==> src/rtl/disp_pkg.sv <==
// disp_pkg: shared definitions for the display capture sequencer.
// Holds the time FSM state encoding and the default depths/mid-scale value.
package disp_pkg;

   typedef enum logic [1:0] {
      TS_IDLE    = 2'd0,
      TS_ARM     = 2'd1,
      TS_CAPTURE = 2'd2,
      TS_DONE    = 2'd3
   } timeState_e;

   localparam int MIDSCALE   = 128;
   localparam int TIME_DEPTH = 640;
   localparam int FREQ_DEPTH = 512;

endpackage

==> src/rtl/disp_capture_seq_if.sv <==
// disp_capture_seq_if: sample/bin inputs and memory write-port outputs of the
// capture sequencer. The datapath side uses 'master', the sequencer 'slave'.
interface disp_capture_seq_if #(
   parameter int ADDR_W = 10,
   parameter int DATA_W = 8
);
   logic              frameSync;
   logic              holdDisplay;
   logic [DATA_W-1:0] trigLevel;
   logic              timeValid;
   logic [DATA_W-1:0] timeData;
   logic              freqValid;
   logic [DATA_W-1:0] freqData;
   logic              freqLast;
   logic              enaTime;
   logic              weaTime;
   logic [ADDR_W-1:0] addraTime;
   logic [DATA_W-1:0] dinaTime;
   logic              enaFreq;
   logic              weaFreq;
   logic [ADDR_W-1:0] addraFreq;
   logic [DATA_W-1:0] dinaFreq;
   logic              captureDone;
   logic [1:0]        timeState;

   modport master (
      output frameSync, holdDisplay, trigLevel, timeValid, timeData,
             freqValid, freqData, freqLast,
      input  enaTime, weaTime, addraTime, dinaTime,
             enaFreq, weaFreq, addraFreq, dinaFreq, captureDone, timeState
   );

   modport slave (
      input  frameSync, holdDisplay, trigLevel, timeValid, timeData,
             freqValid, freqData, freqLast,
      output enaTime, weaTime, addraTime, dinaTime,
             enaFreq, weaFreq, addraFreq, dinaFreq, captureDone, timeState
   );
endinterface

==> src/rtl/disp_freq_writer.sv <==
// disp_freq_writer: writes each FFT magnitude frame into the freq memory,
// starting at address 0 every frame. The hold request is sampled once at the
// first bin of a frame so a frame is either stored whole or not at all.
module disp_freq_writer #(
   parameter int ADDR_W     = 10,
   parameter int DATA_W     = 8,
   parameter int FREQ_DEPTH = 512
)(
   input  logic              ck100MHz,
   input  logic              rst,
   input  logic              holdDisplay,
   input  logic              freqValid,
   input  logic [DATA_W-1:0] freqData,
   input  logic              freqLast,
   output logic              enaFreq,
   output logic              weaFreq,
   output logic [ADDR_W-1:0] addraFreq,
   output logic [DATA_W-1:0] dinaFreq
);
   localparam logic [ADDR_W-1:0] DEPTH_A = ADDR_W'(FREQ_DEPTH);

   logic              frameStart_r;
   logic              freqHold_r;
   logic [ADDR_W-1:0] freqAddr_r;
   logic              holdEff_s;
   logic              wrEn_s;
   logic [ADDR_W-1:0] addrNext_s;

   // Effective hold, write qualification and next bin address
   always_comb begin
      holdEff_s  = freqHold_r;
      wrEn_s     = 1'b0;
      addrNext_s = freqAddr_r;
      if (frameStart_r) begin
         holdEff_s = holdDisplay;
      end else begin
         holdEff_s = freqHold_r;
      end
      if (freqValid && !holdEff_s && (freqAddr_r < DEPTH_A)) begin
         wrEn_s = 1'b1;
      end else begin
         wrEn_s = 1'b0;
      end
      if (freqLast) begin
         addrNext_s = {ADDR_W{1'b0}};
      end else if (freqAddr_r < DEPTH_A) begin
         addrNext_s = freqAddr_r + ADDR_W'(1);
      end else begin
         addrNext_s = freqAddr_r;
      end
   end

   // Frame tracking: hold latch, frame-start flag and saturating bin address
   always_ff @(posedge ck100MHz or posedge rst) begin
      if (rst) begin
         frameStart_r <= 1'b1;
         freqHold_r   <= 1'b0;
         freqAddr_r   <= {ADDR_W{1'b0}};
      end else if (freqValid) begin
         if (frameStart_r) begin
            freqHold_r <= holdDisplay;
         end
         frameStart_r <= freqLast;
         freqAddr_r   <= addrNext_s;
      end
   end

   // Registered write port toward the freq memory
   always_ff @(posedge ck100MHz or posedge rst) begin
      if (rst) begin
         enaFreq   <= 1'b0;
         weaFreq   <= 1'b0;
         addraFreq <= {ADDR_W{1'b0}};
         dinaFreq  <= {DATA_W{1'b0}};
      end else begin
         enaFreq <= wrEn_s;
         weaFreq <= wrEn_s;
         if (wrEn_s) begin
            addraFreq <= freqAddr_r;
            dinaFreq  <= freqData;
         end
      end
   end
endmodule

==> src/rtl/disp_capture_seq.sv <==
// disp_capture_seq: write-side sequencer for the time- and freq-domain display
// memories. Time path: rising-edge level trigger then a single-shot capture,
// re-armed by frameSync. Freq path lives in disp_freq_writer.
// Build macro AUTO_TRIG_EN: ARM forces a capture on the TRIG_TIMEOUT-th strobe.
module disp_capture_seq #(
   parameter int ADDR_W     = 10,
   parameter int DATA_W     = 8,
   parameter int TIME_DEPTH = disp_pkg::TIME_DEPTH,
   parameter int FREQ_DEPTH = disp_pkg::FREQ_DEPTH
`ifdef AUTO_TRIG_EN
   ,
   parameter int TRIG_TIMEOUT = 4096
`endif
)(
   input logic               ck100MHz,
   input logic               rst,
   disp_capture_seq_if.slave bus
);
   import disp_pkg::*;

   localparam logic [ADDR_W-1:0] LAST_ADDR = ADDR_W'(TIME_DEPTH - 1);

   timeState_e        state_r;
   timeState_e        nextState_s;
   logic [DATA_W-1:0] prevSample_r;
   logic [ADDR_W-1:0] wrCnt_r;
   logic [ADDR_W-1:0] wrCntNext_s;
   logic              wrEn_s;
   logic [ADDR_W-1:0] wrAddr_s;
   logic              doneNext_s;
   logic              trigHit_s;
   logic              enaTime_r;
   logic [ADDR_W-1:0] addraTime_r;
   logic [DATA_W-1:0] dinaTime_r;
   logic              captureDone_r;

`ifdef AUTO_TRIG_EN
   localparam int TO_W = $clog2(TRIG_TIMEOUT) + 1;
   logic [TO_W-1:0] toCnt_r;

   // Timeout counter of strobes seen in ARM, cleared on entry to ARM
   always_ff @(posedge ck100MHz or posedge rst) begin
      if (rst) begin
         toCnt_r <= {TO_W{1'b0}};
      end else if ((state_r != TS_ARM) && (nextState_s == TS_ARM)) begin
         toCnt_r <= {TO_W{1'b0}};
      end else if ((state_r == TS_ARM) && bus.timeValid) begin
         toCnt_r <= toCnt_r + TO_W'(1);
      end
   end

   // Level crossing or timeout on the current strobe
   always_comb begin
      trigHit_s = 1'b0;
      if (bus.timeValid &&
          (((prevSample_r < bus.trigLevel) && (bus.timeData >= bus.trigLevel)) ||
           (toCnt_r == TO_W'(TRIG_TIMEOUT - 1)))) begin
         trigHit_s = 1'b1;
      end else begin
         trigHit_s = 1'b0;
      end
   end
`else
   // Level crossing on the current strobe (unsigned compare)
   always_comb begin
      trigHit_s = 1'b0;
      if (bus.timeValid && (prevSample_r < bus.trigLevel) &&
          (bus.timeData >= bus.trigLevel)) begin
         trigHit_s = 1'b1;
      end else begin
         trigHit_s = 1'b0;
      end
   end
`endif

   // Time FSM state register
   always_ff @(posedge ck100MHz or posedge rst) begin
      if (rst) begin
         state_r <= TS_IDLE;
      end else begin
         state_r <= nextState_s;
      end
   end

   // Time FSM next-state logic; hold always wins over a trigger or a write
   always_comb begin
      nextState_s = state_r;
      case (state_r)
         TS_IDLE: begin
            if (bus.frameSync && !bus.holdDisplay) nextState_s = TS_ARM;
            else                                   nextState_s = TS_IDLE;
         end
         TS_ARM: begin
            if (bus.holdDisplay)  nextState_s = TS_DONE;
            else if (trigHit_s)   nextState_s = TS_CAPTURE;
            else                  nextState_s = TS_ARM;
         end
         TS_CAPTURE: begin
            if (bus.holdDisplay)                          nextState_s = TS_DONE;
            else if (bus.timeValid && (wrCnt_r == LAST_ADDR)) nextState_s = TS_DONE;
            else                                          nextState_s = TS_CAPTURE;
         end
         TS_DONE: begin
            if (bus.frameSync && !bus.holdDisplay) nextState_s = TS_ARM;
            else                                   nextState_s = TS_DONE;
         end
         default: nextState_s = TS_IDLE;
      endcase
   end

   // Time FSM outputs: write request, address, completion and counter update
   always_comb begin
      wrEn_s      = 1'b0;
      wrAddr_s    = wrCnt_r;
      doneNext_s  = 1'b0;
      wrCntNext_s = wrCnt_r;
      case (state_r)
         TS_ARM: begin
            if (!bus.holdDisplay && trigHit_s) begin
               wrEn_s      = 1'b1;
               wrAddr_s    = {ADDR_W{1'b0}};
               wrCntNext_s = ADDR_W'(1);
            end else begin
               wrCntNext_s = {ADDR_W{1'b0}};
            end
         end
         TS_CAPTURE: begin
            if (!bus.holdDisplay && bus.timeValid) begin
               wrEn_s = 1'b1;
               if (wrCnt_r == LAST_ADDR) begin
                  doneNext_s  = 1'b1;
                  wrCntNext_s = {ADDR_W{1'b0}};
               end else begin
                  wrCntNext_s = wrCnt_r + ADDR_W'(1);
               end
            end else begin
               wrCntNext_s = wrCnt_r;
            end
         end
         default: begin
            wrCntNext_s = {ADDR_W{1'b0}};
         end
      endcase
   end

   // Capture write counter and previous-sample history (updated in every state)
   always_ff @(posedge ck100MHz or posedge rst) begin
      if (rst) begin
         wrCnt_r      <= {ADDR_W{1'b0}};
         prevSample_r <= DATA_W'(MIDSCALE);
      end else begin
         wrCnt_r <= wrCntNext_s;
         if (bus.timeValid) begin
            prevSample_r <= bus.timeData;
         end
      end
   end

   // Registered write port toward the time memory and the done pulse
   always_ff @(posedge ck100MHz or posedge rst) begin
      if (rst) begin
         enaTime_r     <= 1'b0;
         addraTime_r   <= {ADDR_W{1'b0}};
         dinaTime_r    <= {DATA_W{1'b0}};
         captureDone_r <= 1'b0;
      end else begin
         enaTime_r     <= wrEn_s;
         captureDone_r <= doneNext_s;
         if (wrEn_s) begin
            addraTime_r <= wrAddr_s;
            dinaTime_r  <= bus.timeData;
         end
      end
   end

   assign bus.enaTime     = enaTime_r;
   assign bus.weaTime     = enaTime_r;
   assign bus.addraTime   = addraTime_r;
   assign bus.dinaTime    = dinaTime_r;
   assign bus.captureDone = captureDone_r;
   assign bus.timeState   = state_r;

   logic              enaFreq_s;
   logic              weaFreq_s;
   logic [ADDR_W-1:0] addraFreq_s;
   logic [DATA_W-1:0] dinaFreq_s;

   disp_freq_writer #(
      .ADDR_W     (ADDR_W),
      .DATA_W     (DATA_W),
      .FREQ_DEPTH (FREQ_DEPTH)
   ) uFreqWriter (
      .ck100MHz    (ck100MHz),
      .rst         (rst),
      .holdDisplay (bus.holdDisplay),
      .freqValid   (bus.freqValid),
      .freqData    (bus.freqData),
      .freqLast    (bus.freqLast),
      .enaFreq     (enaFreq_s),
      .weaFreq     (weaFreq_s),
      .addraFreq   (addraFreq_s),
      .dinaFreq    (dinaFreq_s)
   );

   assign bus.enaFreq   = enaFreq_s;
   assign bus.weaFreq   = weaFreq_s;
   assign bus.addraFreq = addraFreq_s;
   assign bus.dinaFreq  = dinaFreq_s;
endmodule

==> src/flat_wrapper.sv <==
// flat-port wrapper written by rule: the top's interface ports become plain ports
module disp_capture_seq_flat import disp_pkg::*;
#(
   parameter int ADDR_W     = 10,
   parameter int DATA_W     = 8,
   parameter int TIME_DEPTH = disp_pkg::TIME_DEPTH,
   parameter int FREQ_DEPTH = disp_pkg::FREQ_DEPTH

)
  (ck100MHz, rst, bus_frameSync, bus_holdDisplay, bus_trigLevel, bus_timeValid, bus_timeData, bus_freqValid, bus_freqData, bus_freqLast, bus_enaTime, bus_weaTime, bus_addraTime, bus_dinaTime, bus_enaFreq, bus_weaFreq, bus_addraFreq, bus_dinaFreq, bus_captureDone, bus_timeState);
  disp_capture_seq_if #(.ADDR_W(ADDR_W), .DATA_W(DATA_W)) bus_i ();
  input logic ck100MHz;
  input logic rst;
  input wire logic [$bits(bus_i.frameSync)-1:0] bus_frameSync;
  input wire logic [$bits(bus_i.holdDisplay)-1:0] bus_holdDisplay;
  input wire logic [$bits(bus_i.trigLevel)-1:0] bus_trigLevel;
  input wire logic [$bits(bus_i.timeValid)-1:0] bus_timeValid;
  input wire logic [$bits(bus_i.timeData)-1:0] bus_timeData;
  input wire logic [$bits(bus_i.freqValid)-1:0] bus_freqValid;
  input wire logic [$bits(bus_i.freqData)-1:0] bus_freqData;
  input wire logic [$bits(bus_i.freqLast)-1:0] bus_freqLast;
  output wire logic [$bits(bus_i.enaTime)-1:0] bus_enaTime;
  output wire logic [$bits(bus_i.weaTime)-1:0] bus_weaTime;
  output wire logic [$bits(bus_i.addraTime)-1:0] bus_addraTime;
  output wire logic [$bits(bus_i.dinaTime)-1:0] bus_dinaTime;
  output wire logic [$bits(bus_i.enaFreq)-1:0] bus_enaFreq;
  output wire logic [$bits(bus_i.weaFreq)-1:0] bus_weaFreq;
  output wire logic [$bits(bus_i.addraFreq)-1:0] bus_addraFreq;
  output wire logic [$bits(bus_i.dinaFreq)-1:0] bus_dinaFreq;
  output wire logic [$bits(bus_i.captureDone)-1:0] bus_captureDone;
  output wire logic [$bits(bus_i.timeState)-1:0] bus_timeState;
  assign bus_i.frameSync = bus_frameSync;
  assign bus_i.holdDisplay = bus_holdDisplay;
  assign bus_i.trigLevel = bus_trigLevel;
  assign bus_i.timeValid = bus_timeValid;
  assign bus_i.timeData = bus_timeData;
  assign bus_i.freqValid = bus_freqValid;
  assign bus_i.freqData = bus_freqData;
  assign bus_i.freqLast = bus_freqLast;
  assign bus_enaTime = bus_i.enaTime;
  assign bus_weaTime = bus_i.weaTime;
  assign bus_addraTime = bus_i.addraTime;
  assign bus_dinaTime = bus_i.dinaTime;
  assign bus_enaFreq = bus_i.enaFreq;
  assign bus_weaFreq = bus_i.weaFreq;
  assign bus_addraFreq = bus_i.addraFreq;
  assign bus_dinaFreq = bus_i.dinaFreq;
  assign bus_captureDone = bus_i.captureDone;
  assign bus_timeState = bus_i.timeState;
  disp_capture_seq #(.ADDR_W(ADDR_W), .DATA_W(DATA_W), .TIME_DEPTH(TIME_DEPTH), .FREQ_DEPTH(FREQ_DEPTH)) u_core (.ck100MHz(ck100MHz), .rst(rst), .bus(bus_i));
endmodule
==> config.mk <==
export PLATFORM = sky130hd
export DESIGN_NAME = disp_capture_seq_flat
export DESIGN_NICKNAME = d
export VERILOG_FILES = /design/src/rtl/disp_pkg.sv /design/src/rtl/disp_capture_seq_if.sv /design/src/rtl/disp_freq_writer.sv /design/src/rtl/disp_capture_seq.sv /design/src/flat_wrapper.sv
export SDC_FILE = /design/constraint.sdc
export NUM_CORES = 1
export LEC_CHECK = 0
export BUFFER_PORTS_ARGS = -buffer_cell sky130_fd_sc_hd__buf_4
export CAP_MARGIN = 0
export CORE_AREA = 2 2 88 90
export CTS_BUF_LIST = sky130_fd_sc_hd__clkbuf_8 sky130_fd_sc_hd__clkbuf_16
export DETAILED_ROUTE_END_ITERATION = 8
export DIE_AREA = 0 0 90 92
export GPL_TIMING_DRIVEN = 1
export PLACE_DENSITY = 0.69
export SLEW_MARGIN = 5
export SYNTH_ARGS = -nofsm -noshare
export SYNTH_HDL_FRONTEND = slang
export SYNTH_SLANG_ARGS = --single-unit
==> constraint.sdc <==
create_clock -name ck100MHz -period 5.8 [get_ports ck100MHz]
set_clock_uncertainty 0.2 [all_clocks]
set_input_delay 0.29 -clock ck100MHz [delete_from_list [all_inputs] [get_ports ck100MHz]]
set_output_delay 0.29 -clock ck100MHz [all_outputs]
set_load 0.02 [all_outputs]
# Word-level counts from Yosys, hierarchy flattened
# Index checks and enable logic that the tools add are counted.
[totals] regBits=71 inputBits=31 output_inout_bits=43 elab_cells=60
[op_classes] add_sub_neg=2 magnitude_cmp=3 n_eq_ne=5 muxes=24 n_reduce_logical=13
[ops] operator="$mux W10" n=6
[ops] operator="$add A10 B1 Y10 const B" n=2
[ops] operator="$pmux W10 S2" n=1
[ops] operator="$mux W1" n=11
[ops] operator="$eq A10 B10 Y1 const B" n=1
[ops] operator="$lt A10 B10 Y1 const B" n=1
[ops] operator="$ge A8 B8 Y1" n=1
[ops] operator="$logic_and A1 B1 Y1" n=8
[ops] operator="$lt A8 B8 Y1" n=1
[ops] operator="$mux W2" n=4
[ops] operator="$pmux W2 S4" n=1
[ops] operator="$eq A2 B2 Y1 const B" n=2
[ops] operator="$eq A2 B1 Y1 const B" n=1
[ops] operator="$logic_not A1 Y1" n=2
[ops] operator="$logic_not A2 Y1" n=1
[ops] operator="$ne A2 B1 Y1 const B" n=1
[ops] operator="$pmux W1 S2" n=1
[ops] operator="$reduce_and A2 Y1" n=1
[ops] operator="$reduce_bool A2 Y1" n=1

# Longest topological paths before layout
# Gate-level depths: netlist of the first run.
[logic_depth] ltp_word=7 ltp_mapped=9 ltp_nobuf=8

# Cells and area by module
# A second synthesis of the first run with hierarchy kept.
[unflattened] cells_unflattened=288 hier_area_um2=3514.6
[by_module_without_submodules] module="disp_capture_seq" instances=1 cells_per_inst=183 area_each_um2=2127.0 seq_area_each_um2=1002.2
[by_module_without_submodules] module="disp_freq_writer" instances=1 cells_per_inst=105 area_each_um2=1387.6 seq_area_each_um2=777.0

# Worst setup path after synthesis of the first run
# No wires, ideal clock.
[synth_timing] kind="input -> register" startpoint="in bus_timeData[0]" endpoint="reg u_core.dinaTime_r[0], in the netlist u_core.bus.dinaTime[0]" setup_time_ps=125 arrival_ps=2052 required_ps=5475 slack_ps=3423 cell_stages=8 path_buffers=0 path_cell_list="inv_1 > ha_1 > nand2b_1 > a2111oi_0 > o31a_2 > nor4_4 > a31oi_4 > mux2_2"
[synth_between] elab_chain_cells=6
[synth_rtl] element="start, declared" line="flat_wrapper.sv:18" rtl="input wire logic [$bits(bus_i.timeData)-1:0] bus_timeData;"
[synth_rtl] element="$ge A8 B8 Y1" line="disp_capture_seq.sv:68" rtl="(bus.timeData >= bus.trigLevel)) begin"
[synth_rtl] element="$logic_and A1 B1 Y1" line="disp_capture_seq.sv:67" rtl="if (bus.timeValid && (prevSample_r < bus.trigLevel) &&"
[synth_rtl] element="$mux W1" line="disp_capture_seq.sv:67"
[synth_rtl] element="$logic_and A1 B1 Y1" line="disp_capture_seq.sv:119" rtl="if (!bus.holdDisplay && trigHit_s) begin"
[synth_rtl] element="$mux W1" line="disp_capture_seq.sv:119"
[synth_rtl] element="$pmux W1 S2" line="disp_capture_seq.sv:117" rtl="case (state_r)"
[synth_rtl] element="end signal, assigned" line="disp_capture_seq.sv:164" rtl="dinaTime_r <= {DATA_W{1'b0}};"
[synth_rtl] element="end signal, assigned" line="disp_capture_seq.sv:171" rtl="dinaTime_r <= bus.timeData;"
[synth_rtl] element="end, declared" line="disp_capture_seq.sv:34" rtl="logic [DATA_W-1:0] dinaTime_r;"
# Several ways; a longest one is shown, not always the timed one.
# A chain may end at the register's enable or synchronous reset.

# Final worst setup path of the first run
[layout_timing] startpoint="in bus_timeData[6]" endpoint="reg u_core.dinaTime_r[0], in the netlist u_core.bus.dinaTime[0]"
[layout_between] elab_chain_cells=6
[layout_rtl] element="$ge A8 B8 Y1" line="disp_capture_seq.sv:68"
[layout_rtl] element="$logic_and A1 B1 Y1" line="disp_capture_seq.sv:67"
[layout_rtl] element="$mux W1" line="disp_capture_seq.sv:67"
[layout_rtl] element="$logic_and A1 B1 Y1" line="disp_capture_seq.sv:119"
[layout_rtl] element="$mux W1" line="disp_capture_seq.sv:119"
[layout_rtl] element="$pmux W1 S2" line="disp_capture_seq.sv:117"
# Every way passes these cells.

==> results list, run 1 <==
- The analysis attributes to net switching a power of 0.482 mW.
- Worst setup path start: bus_timeData[6]
* Count of warnings emitted by yosys: 0
* Synthesized Nets: 374
* Number of resized instances in the post-cts repair step: 0
- Filler-free cell count of the finished design: 520
* Setup repair after global routing missed its margin: no
* Initial core utilization: approximately 46%
- The portion of synthesized area spent on multiplexers is 6.54%.
* CP required: 5.83 ns
* Beginning of the worst register-to-register path: u_core.prevSample_r[7]
- The number of setup buffers added after CTS is 0.
- Instance count of the mapped netlist: 322
- Before antenna repair, the detailed router went through 4 iterations.
* Die width: around 90 um
* Clock-pin slew reported for the worst setup and hold paths after clock tree synthesis: 0.07 ns
- Setup total negative slack on the finished layout was measured at 0 ns.
* Vertical extent of the die: 92 um
- The number of global-route vias before repair was 2,518.
- Diodes inserted: 0
* Async S/R FF share, synth: 100%
- Time the worst path needs with I/O delays and setup: around 3.1 ns
- CP max FO: 19
* Share of the synthesized area in compound gates (AO/OA/AOI/OAI): 13.2%
* Hold-fix buffer count after cts: 16
* Power per Cell Area: 332 nW/um^2
- Clock network power share: approximately 28%
- Vias per cell: 5.22
* Relative contribution of sequential cells to total power: 43.1%
- The tightest min-delay check is of the input pin to async pin type.
* Clock tree from TritonCTS: done
* Total gr overflow: 0
- Number of max-slew violations in the final report: 0
* Sinks on Clock Net: 71
- After detailed routing, the average wire length per cell comes to 13.8 um.
- Clock tree synthesis selected as its root buffer the cell clkbuf_8.
* Proportion of layout cells with a drive suffix above 1: 27.8%
* Worst-case headroom to the max-slew limit: 41.1%
- The worst-case IR drop observed on VDD is 215 uV.
* Number of filler instances in the final layout: around 660
- Max clock buf depth: 2
- Static leakage: 2.19 nW
* Share of total power in combinational logic: 29.1%
- Post-route ant nets: 0
* Seq cells post-synth: 71
* Largest net degree at the start of global routing: 72
- The H-tree generated during clock tree synthesis spans 3 levels.
* Clock insertion delay at the later pin of the skew report: 0.35 ns
- Result of the run: finished, final reports clean
- The initial antenna violation count came to 0.
* Overall routed net length: 7160 um
- The synthesized netlist devotes ~7.7% of its cell area to adder and majority cells.
- The share of the Yosys chip area taken by registers is a little over half.
* Int Pwr: 0.979 mW
- First-iteration detailed-routing DRC count: roughly 150
- Vias after detailed routing: 2,712
* CP arrival: ~3.1 ns
* Post-Syn Area: 3400 um^2
- Port buffering added 73 buffers.
* DP HPWL: 4910 um
- Dominant combinational cell family by area after synthesis: simple AND/OR/NAND/NOR gates
- For this run, the leading register cell type out of synthesis is dfrtp_1.
- Setup violations remaining at the end of the flow were counted as 0.
* Boundary Pins: 74
- Net switching is 33.0% of the power.
- Max-cap violations in this run came to 0.
- Maximum clock frequency: 323 MHz
* Die area: 8280 um^2
- Counting the buffers created by CTS gives 9.
- Worst Max-Slew Pin Slew: 0.883 ns
- Summing the areas of all and, or, nand and nor instances in the mapped netlist gives 15.0% of the synthesized area.
* Category of the worst setup path launch point: input pin
- Of the total synthesized cell area, the portion taken by XOR and XNOR cells is 1.29%.
- Instance count after placement with tap cells included: 488
* Standard cell core area: 7450 um^2
* Critical Path Sink Type: register
* Cell variety after synth: 41
- The final layout contains 465 nets.
- The critical path is of the input pin to register type.
- The final-report hold violation count came to 0.
* Number of remaining DRC errors: 0
- Global routing used 18.2% of the available tracks across all layers.
* First-pass GRT wire length: 12,100 um
- Compared with the post-synthesis result, the final layout area differs by 29.4%.
- The worst path uses 53.4% of the clock period.
- Core Rows: 32
- Number of enable flip-flop cells after synthesis: 0
- Routability-driven placement finished with a final weighted congestion of 0.842.
* Mapped Avg Cell Area: between 10 and 15 um^2
[routing by layer]
layer	track usage [%]	share of wire, %	vias to the layer above
li1	-	-	1316
met1	24.9	47	1304
met2	27.9	46	76
met3	5.09	5.2	16
met4	6.67	1.8	0
met5	0	0	-
[worst max-delay path, cell delays in order]
cell	delay [ns]
dlygate4sd3_1	0.53
buf_4	0.14
ha_1	0.30
a21o_1	0.18
a221oi_1	0.37
o31a_2	0.25
nor4_4	0.07
a31oi_4	0.58
mux2_2	0.41
[power by group through the flow]
stage / sequential, mW / clock (mW) / combinational [mW]
floorplan: 0.706 / 0 / 0.184
global placement: 0.636 / 0 / 0.408
detailed placement: 0.639 / 0 / 0.420
CTS: 0.630 / 0.415 / 0.430
global route: 0.642 / 0.438 / 0.465
finish: 0.630 / 0.405 / 0.426
[logic make-up after synthesis]
kind of cell	after synthesis
XOR/XNOR	5
AND/OR/NAND/NOR	106
adder cells (fa/ha/maj)	21
buffers and inverters	32
AO/OA/AOI/OAI	67
multiplexers	20
flip-flops	71
[final timing paths]
check                                                    to  slack [ns]  cells after the start
max                                  u_core.bus.dinaTime[0]        2.70                      9
min                                 u_core.bus.addraTime[0]        0.02                      3
max reg2reg                          u_core.bus.dinaTime[0]        3.06                      7
min reg2reg                  u_core.uFreqWriter.dinaFreq[5]        0.28                      2
max in group asynchronous    u_core.uFreqWriter.dinaFreq[0]        4.81                      3
min in group ck100MHz      u_core.uFreqWriter.freqAddr_r[4]        0.03                      2
[final cells by class]
class | count | area [um^2] | area share (%)
clock inverters | 6 | 68.8 | 1.56
well taps | 102 | 128 | 2.90
flip-flops and latches | 71 | 1780 | 40.4
repair buffers | 91 | 723 | 16.4
multi-input cells | 219 | 1490 | 33.8
inverters | 21 | 78.8 | 1.79
clock buffers | 10 | 138 | 3.13
[layout by cell type (no fill, tap or decap), types with 8 or more instances in the layout]
| cell | count |
|---|---|
| dfrtp_1 | 69 |
| mux2_2 | 18 |
| a21oi_1 | 14 |
| inv_1 | 20 |
| a31oi_1 | 9 |
| nand2_1 | 52 |
| buf_4 | 75 |
| clkbuf_8 | 10 |
| and3_1 | 8 |
| dlygate4sd3_1 | 16 |
| a22o_1 | 11 |
| nand3_1 | 12 |
| nor2_1 | 11 |
| ha_1 | 21 |
| o21ai_0 | 14 |
[per-stage QoR]
| stage | setup slack [ns] | power (mW) | util [%] | hold WS (ns) | cell area (um^2) |
|---|---|---|---|---|---|
| global route | 2.58 | 1.55 | 59.1 | 0.00864 | 4400 |
| detailed placement | 2.91 | 1.06 | 54.2 | 0.263 | 4040 |
| floorplan | 3.42 | 0.890 | - | 0.195 | 3400 |
| finish | 2.70 | 1.46 | 59.1 | 0.0169 | 4400 |
| CTS | 2.71 | 1.47 | 59.1 | 0.00864 | 4400 |
| global placement | 2.93 | 1.04 | 54.2 | 0.259 | 4040 |
[Yosys cell counts, types with 3 or more instances]
cell	number	area [um^2]
ha_1	21	263
nand3_1	12	60.1
a21o_1	3	22.5
mux2_2	18	203
a22o_1	11	96.3
nand2b_1	5	31.3
inv_1	21	78.8
nor2b_1	4	25.0
dfrtp_1	69	1730
or3_1	3	18.8
xor2_1	3	26.3
nor2_1	11	41.3
o21ai_0	14	70.1
and3_1	8	50.1
nand2_1	52	195
a31oi_1	9	56.3
a21oi_1	14	70.1
clkbuf_1	7	26.3
o22ai_1	6	37.5
and2_1	4	25.0
[flip-flops by register name (all words and copies together), names as in the netlist]
name,flops
u_core.uFreqWriter.frameStart_r,1
u_core.uFreqWriter.freqAddr_r,10
u_core.uFreqWriter.freqHold_r,1
u_core.bus.timeState,2
u_core.prevSample_r,8
u_core.bus.dinaTime,8
u_core.uFreqWriter.dinaFreq,8
u_core.uFreqWriter.addraFreq,10
u_core.uFreqWriter.weaFreq,1
u_core.bus.addraTime,10
u_core.wrCnt_r,10
u_core.bus.captureDone,1
u_core.bus.enaTime,1
(Power assumes the default switching activity.)
==> run 2, diff against run 1 <==
==> constraint.sdc (replaced) <==
create_clock -name ck100MHz -period 3.1 [get_ports ck100MHz]
set_clock_uncertainty 0.2 [all_clocks]
set_input_delay 0.155 -clock ck100MHz [delete_from_list [all_inputs] [get_ports ck100MHz]]
set_output_delay 0.155 -clock ck100MHz [all_outputs]
set_load 0.02 [all_outputs]
==> results list, run 2 (same netlist as run 1, synthesis figures left out) <==
- Result of the run: finished, final reports clean (unchanged)
* Sw power: 0.868 mW (was 0.482 mW)
- The end of the worst register-to-register path was u_core.bus.addraTime[9] (was u_core.bus.dinaTime[0]).
- The fraction of power consumed by combinational cells was 30.0% (was 29.1%).
- The final-report hold violation count came to 0 (unchanged).
- Final Net Count: 474 (was 465)
- The path depth of the worst reg2reg path came to 8 (was 7).
* Die area: 8280 um^2 (unchanged)
* Worst vdd ir: 445 uV (was 215 uV)
- Power per Cell Area: 597 nW/um^2 (was 332 nW/um^2)
- Time the worst path needs with I/O delays and setup: 2.73 ns
* Kind of critical path: input pin to register (unchanged)
* Total track usage: 18.7% (was 18.2%)
- The CTS tree is done (unchanged).
* Commonest cells after routing, fill and taps aside: 75 x buf_4, 69 x dfrtp_1, 52 x nand2_1, 24 x dlygate4sd3_1, 22 x inv_1 (was 75 x buf_4, 69 x dfrtp_1, 52 x nand2_1, 21 x ha_1, 20 x inv_1)
- The insertion delay to the later sink of the worst-skew pair was 0.34 ns (was 0.35 ns).
- Number of remaining DRC errors: 0 (unchanged)
- Derived from the worst setup path, the maximum achievable clock frequency is 366 MHz.
* Root buffer cell: clkbuf_8 (unchanged)
- Sinks on Clock Net: 71 (unchanged)
* CP max FO: 9 (was 19)
- The number of global-route vias before repair came to 2,781 (was 2,518).
* Clock-pin slew reported for the worst setup and hold paths after clock tree synthesis: 0.07 ns (about the same)
* Switching fraction of total power: 32.5% (was 33.0%)
- The core outline area is 7450 um^2 (unchanged).
- The total clock buffers created by CTS is 9 (unchanged).
- The layout overhead on the synthesized area was 31.5% (was 29.4%).
* Worst-case headroom to the max-slew limit: 56.1% (was 41.1%)
* CP arrival: 2.76 ns (was 3.13 ns)
* Instance count after placement with tap cells included: 489 (was 488)
- Setup slack of the worst register-to-register path: 0.53 ns (was 3.06 ns)
- The routed via count came to 2,722 (was 2,712).
- The measured slew at the worst slew-check pin was 0.653 ns (was 0.883 ns).
* Overall routed net length: 7150 um (was 7160 um)
* Port bufs: 73 (unchanged)
- The number of detailed-route iterations in the first pass is 5 (was 4).
- Static leakage: 2.24 nW (was 2.19 nW)
- The half-perimeter wire length after placement is 4880 um (was 4910 um).
- The most common cell after layout, fill and taps aside is buf_4 (unchanged).
- Setup repair after global routing missed its margin: no (unchanged)
- The initial antenna violation count came to 0 (unchanged).
- Initial core utilization: 45.7% (unchanged)
- The final setup TNS was 0 ns (unchanged).
* Post-route ant nets: 0 (unchanged)
* Max clock buf depth: 2 (unchanged)
- The routed wire length per instance was 13.5 um (was 13.8 um).
- The number of max-cap violations came to 0 (unchanged).
* Final estimated routing congestion in global placement: 0.839 (was 0.842)
* Relative contribution of sequential cells to total power: 44.1% (was 43.1%)
- The number of setup buffers added after CTS came to 0 (unchanged).
- Category of the worst setup path launch point: input pin (unchanged)
- Diodes inserted: 0 (unchanged)
- The number of DRC markers in iteration 0 was 86 (was 147).
* Beginning of the worst register-to-register path: u_core.prevSample_r[2] (was u_core.prevSample_r[7])
- Dividing the final minimum period by the clock period gives 88.2%.
* Worst hold path class: input pin to async pin (unchanged)
- The maximum number of pins on one net before global-route repair came to 72 (unchanged).
* Proportion of layout cells with a drive suffix above 1: 26.8% (was 27.8%)
- CP required: 3.13 ns (was 5.83 ns)
* First-pass GRT wire length: 12,600 um (was 12,100 um)
* Boundary Pins: 74 (unchanged)
* Clock network power share: 25.9% (was 27.7%)
* Final setup violation count: 0 (unchanged)
- The internal power was 1.80 mW (was 0.979 mW).
* Filler-free cell count of the finished design: 528 (was 520)
- The detail-routed via count per cell is 5.16 (was 5.22).
- Die width: 90 um (unchanged)
* Number of max-slew violations in the final report: 0 (unchanged)
* Vertical extent of the die: 92 um (unchanged)
* Critical Path Sink Type: register (unchanged)
- Total gr overflow: 0 (unchanged)
- The number of core rows was 32 (unchanged).
- The level count of the clock H-tree is 3 (unchanged).
## run 2: cell count changes in the layout (fill, tap and decap cells not counted)
cell | before | now
buf_12 | 0 | 1
dlygate4sd3_1 | 16 | 24
clkbuf_8 | 10 | 9
clkinv_2 | 0 | 2
clkinvlp_4 | 4 | 1
inv_6 | 1 | 0
inv_1 | 20 | 22
## run 2: area by class of cell
| cell class | instances | area (um^2) |
|---|---|---|
| clock buffers | 9 | 124 |
| clock inverters | 6 | 55.1 |
| fillers | 680 | 2970 |
| inverters | 21 | 78.8 |
| multi-input cells | 219 | 1490 |
| flip-flops and latches | 71 | 1780 |
| well taps | 102 | 128 |
| repair buffers | 100 | 823 |
## run 2: worst max path at each step
stage	start	to	slack, ns	cells past startpoint
floorplan	u_core.prevSample_r[7]	u_core.bus.addraTime[7]	0.81	8
global placement	bus_timeData[0]	u_core.bus.dinaTime[0]	0.58	9
detailed placement	u_core.prevSample_r[2]	u_core.bus.addraTime[3]	0.52	8
CTS	bus_timeData[0]	u_core.bus.dinaTime[4]	0.35	10
global route	bus_timeData[0]	u_core.bus.addraTime[5]	0.12	11
finish	bus_timeData[0]	u_core.bus.dinaTime[4]	0.37	10
## run 2: timing repair
action                    CTS  global route
gates resized for setup     0             0
hold endpoints to repair  106             0
hold buffers               24             0
## run 2: worst max-delay path, stage by stage
cell,delay (ns)
dlygate4sd3_1,0.53
buf_4,0.12
inv_1,0.04
ha_1,0.27
nand2b_1,0.14
a2111oi_0,0.41
o31a_2,0.24
nor4_4,0.07
a31oi_4,0.40
mux2_2,0.38
## run 2: per-stage QoR
stage / setup WS (ns) / instance area (um^2) / utilization [%] / hold WS [ns] / total power, mW
after floorplan: 0.808 / 3400 / - / 0.0604 / 1.66
after global routing: 0.125 / 4480 / 60.1 / 0.301 / 2.83
after global placement: 0.577 / 4060 / 54.5 / 0.0750 / 1.96
final: 0.367 / 4480 / 60.1 / 0.250 / 2.67
after CTS: 0.354 / 4480 / 60.1 / 0.257 / 2.70
after detailed placement: 0.523 / 4060 / 54.5 / 0.0754 / 1.98
## run 2: power groups by stage
stage	Combinational, mW	Clock [mW]	Sequential [mW]
2_1_floorplan	0.343	0	1.32
3_3_place_gp	0.769	0	1.19
3_5_place_dp	0.783	0	1.20
4_1_cts	0.810	0.705	1.18
5_1_grt	0.880	0.752	1.20
6_report	0.803	0.691	1.18
## run 2: layer usage
| metal | vias up | global-route usage [%] | routed length [um] |
|---|---|---|---|
| li1 | 1322 | - | - |
| met3 | 10 | 4.52 | 310 |
| met4 | 0 | 8.08 | 142 |
| met5 | - | 0 | 0 |
| met1 | 1309 | 23.6 | 3220 |
| met2 | 81 | 30.7 | 3480 |
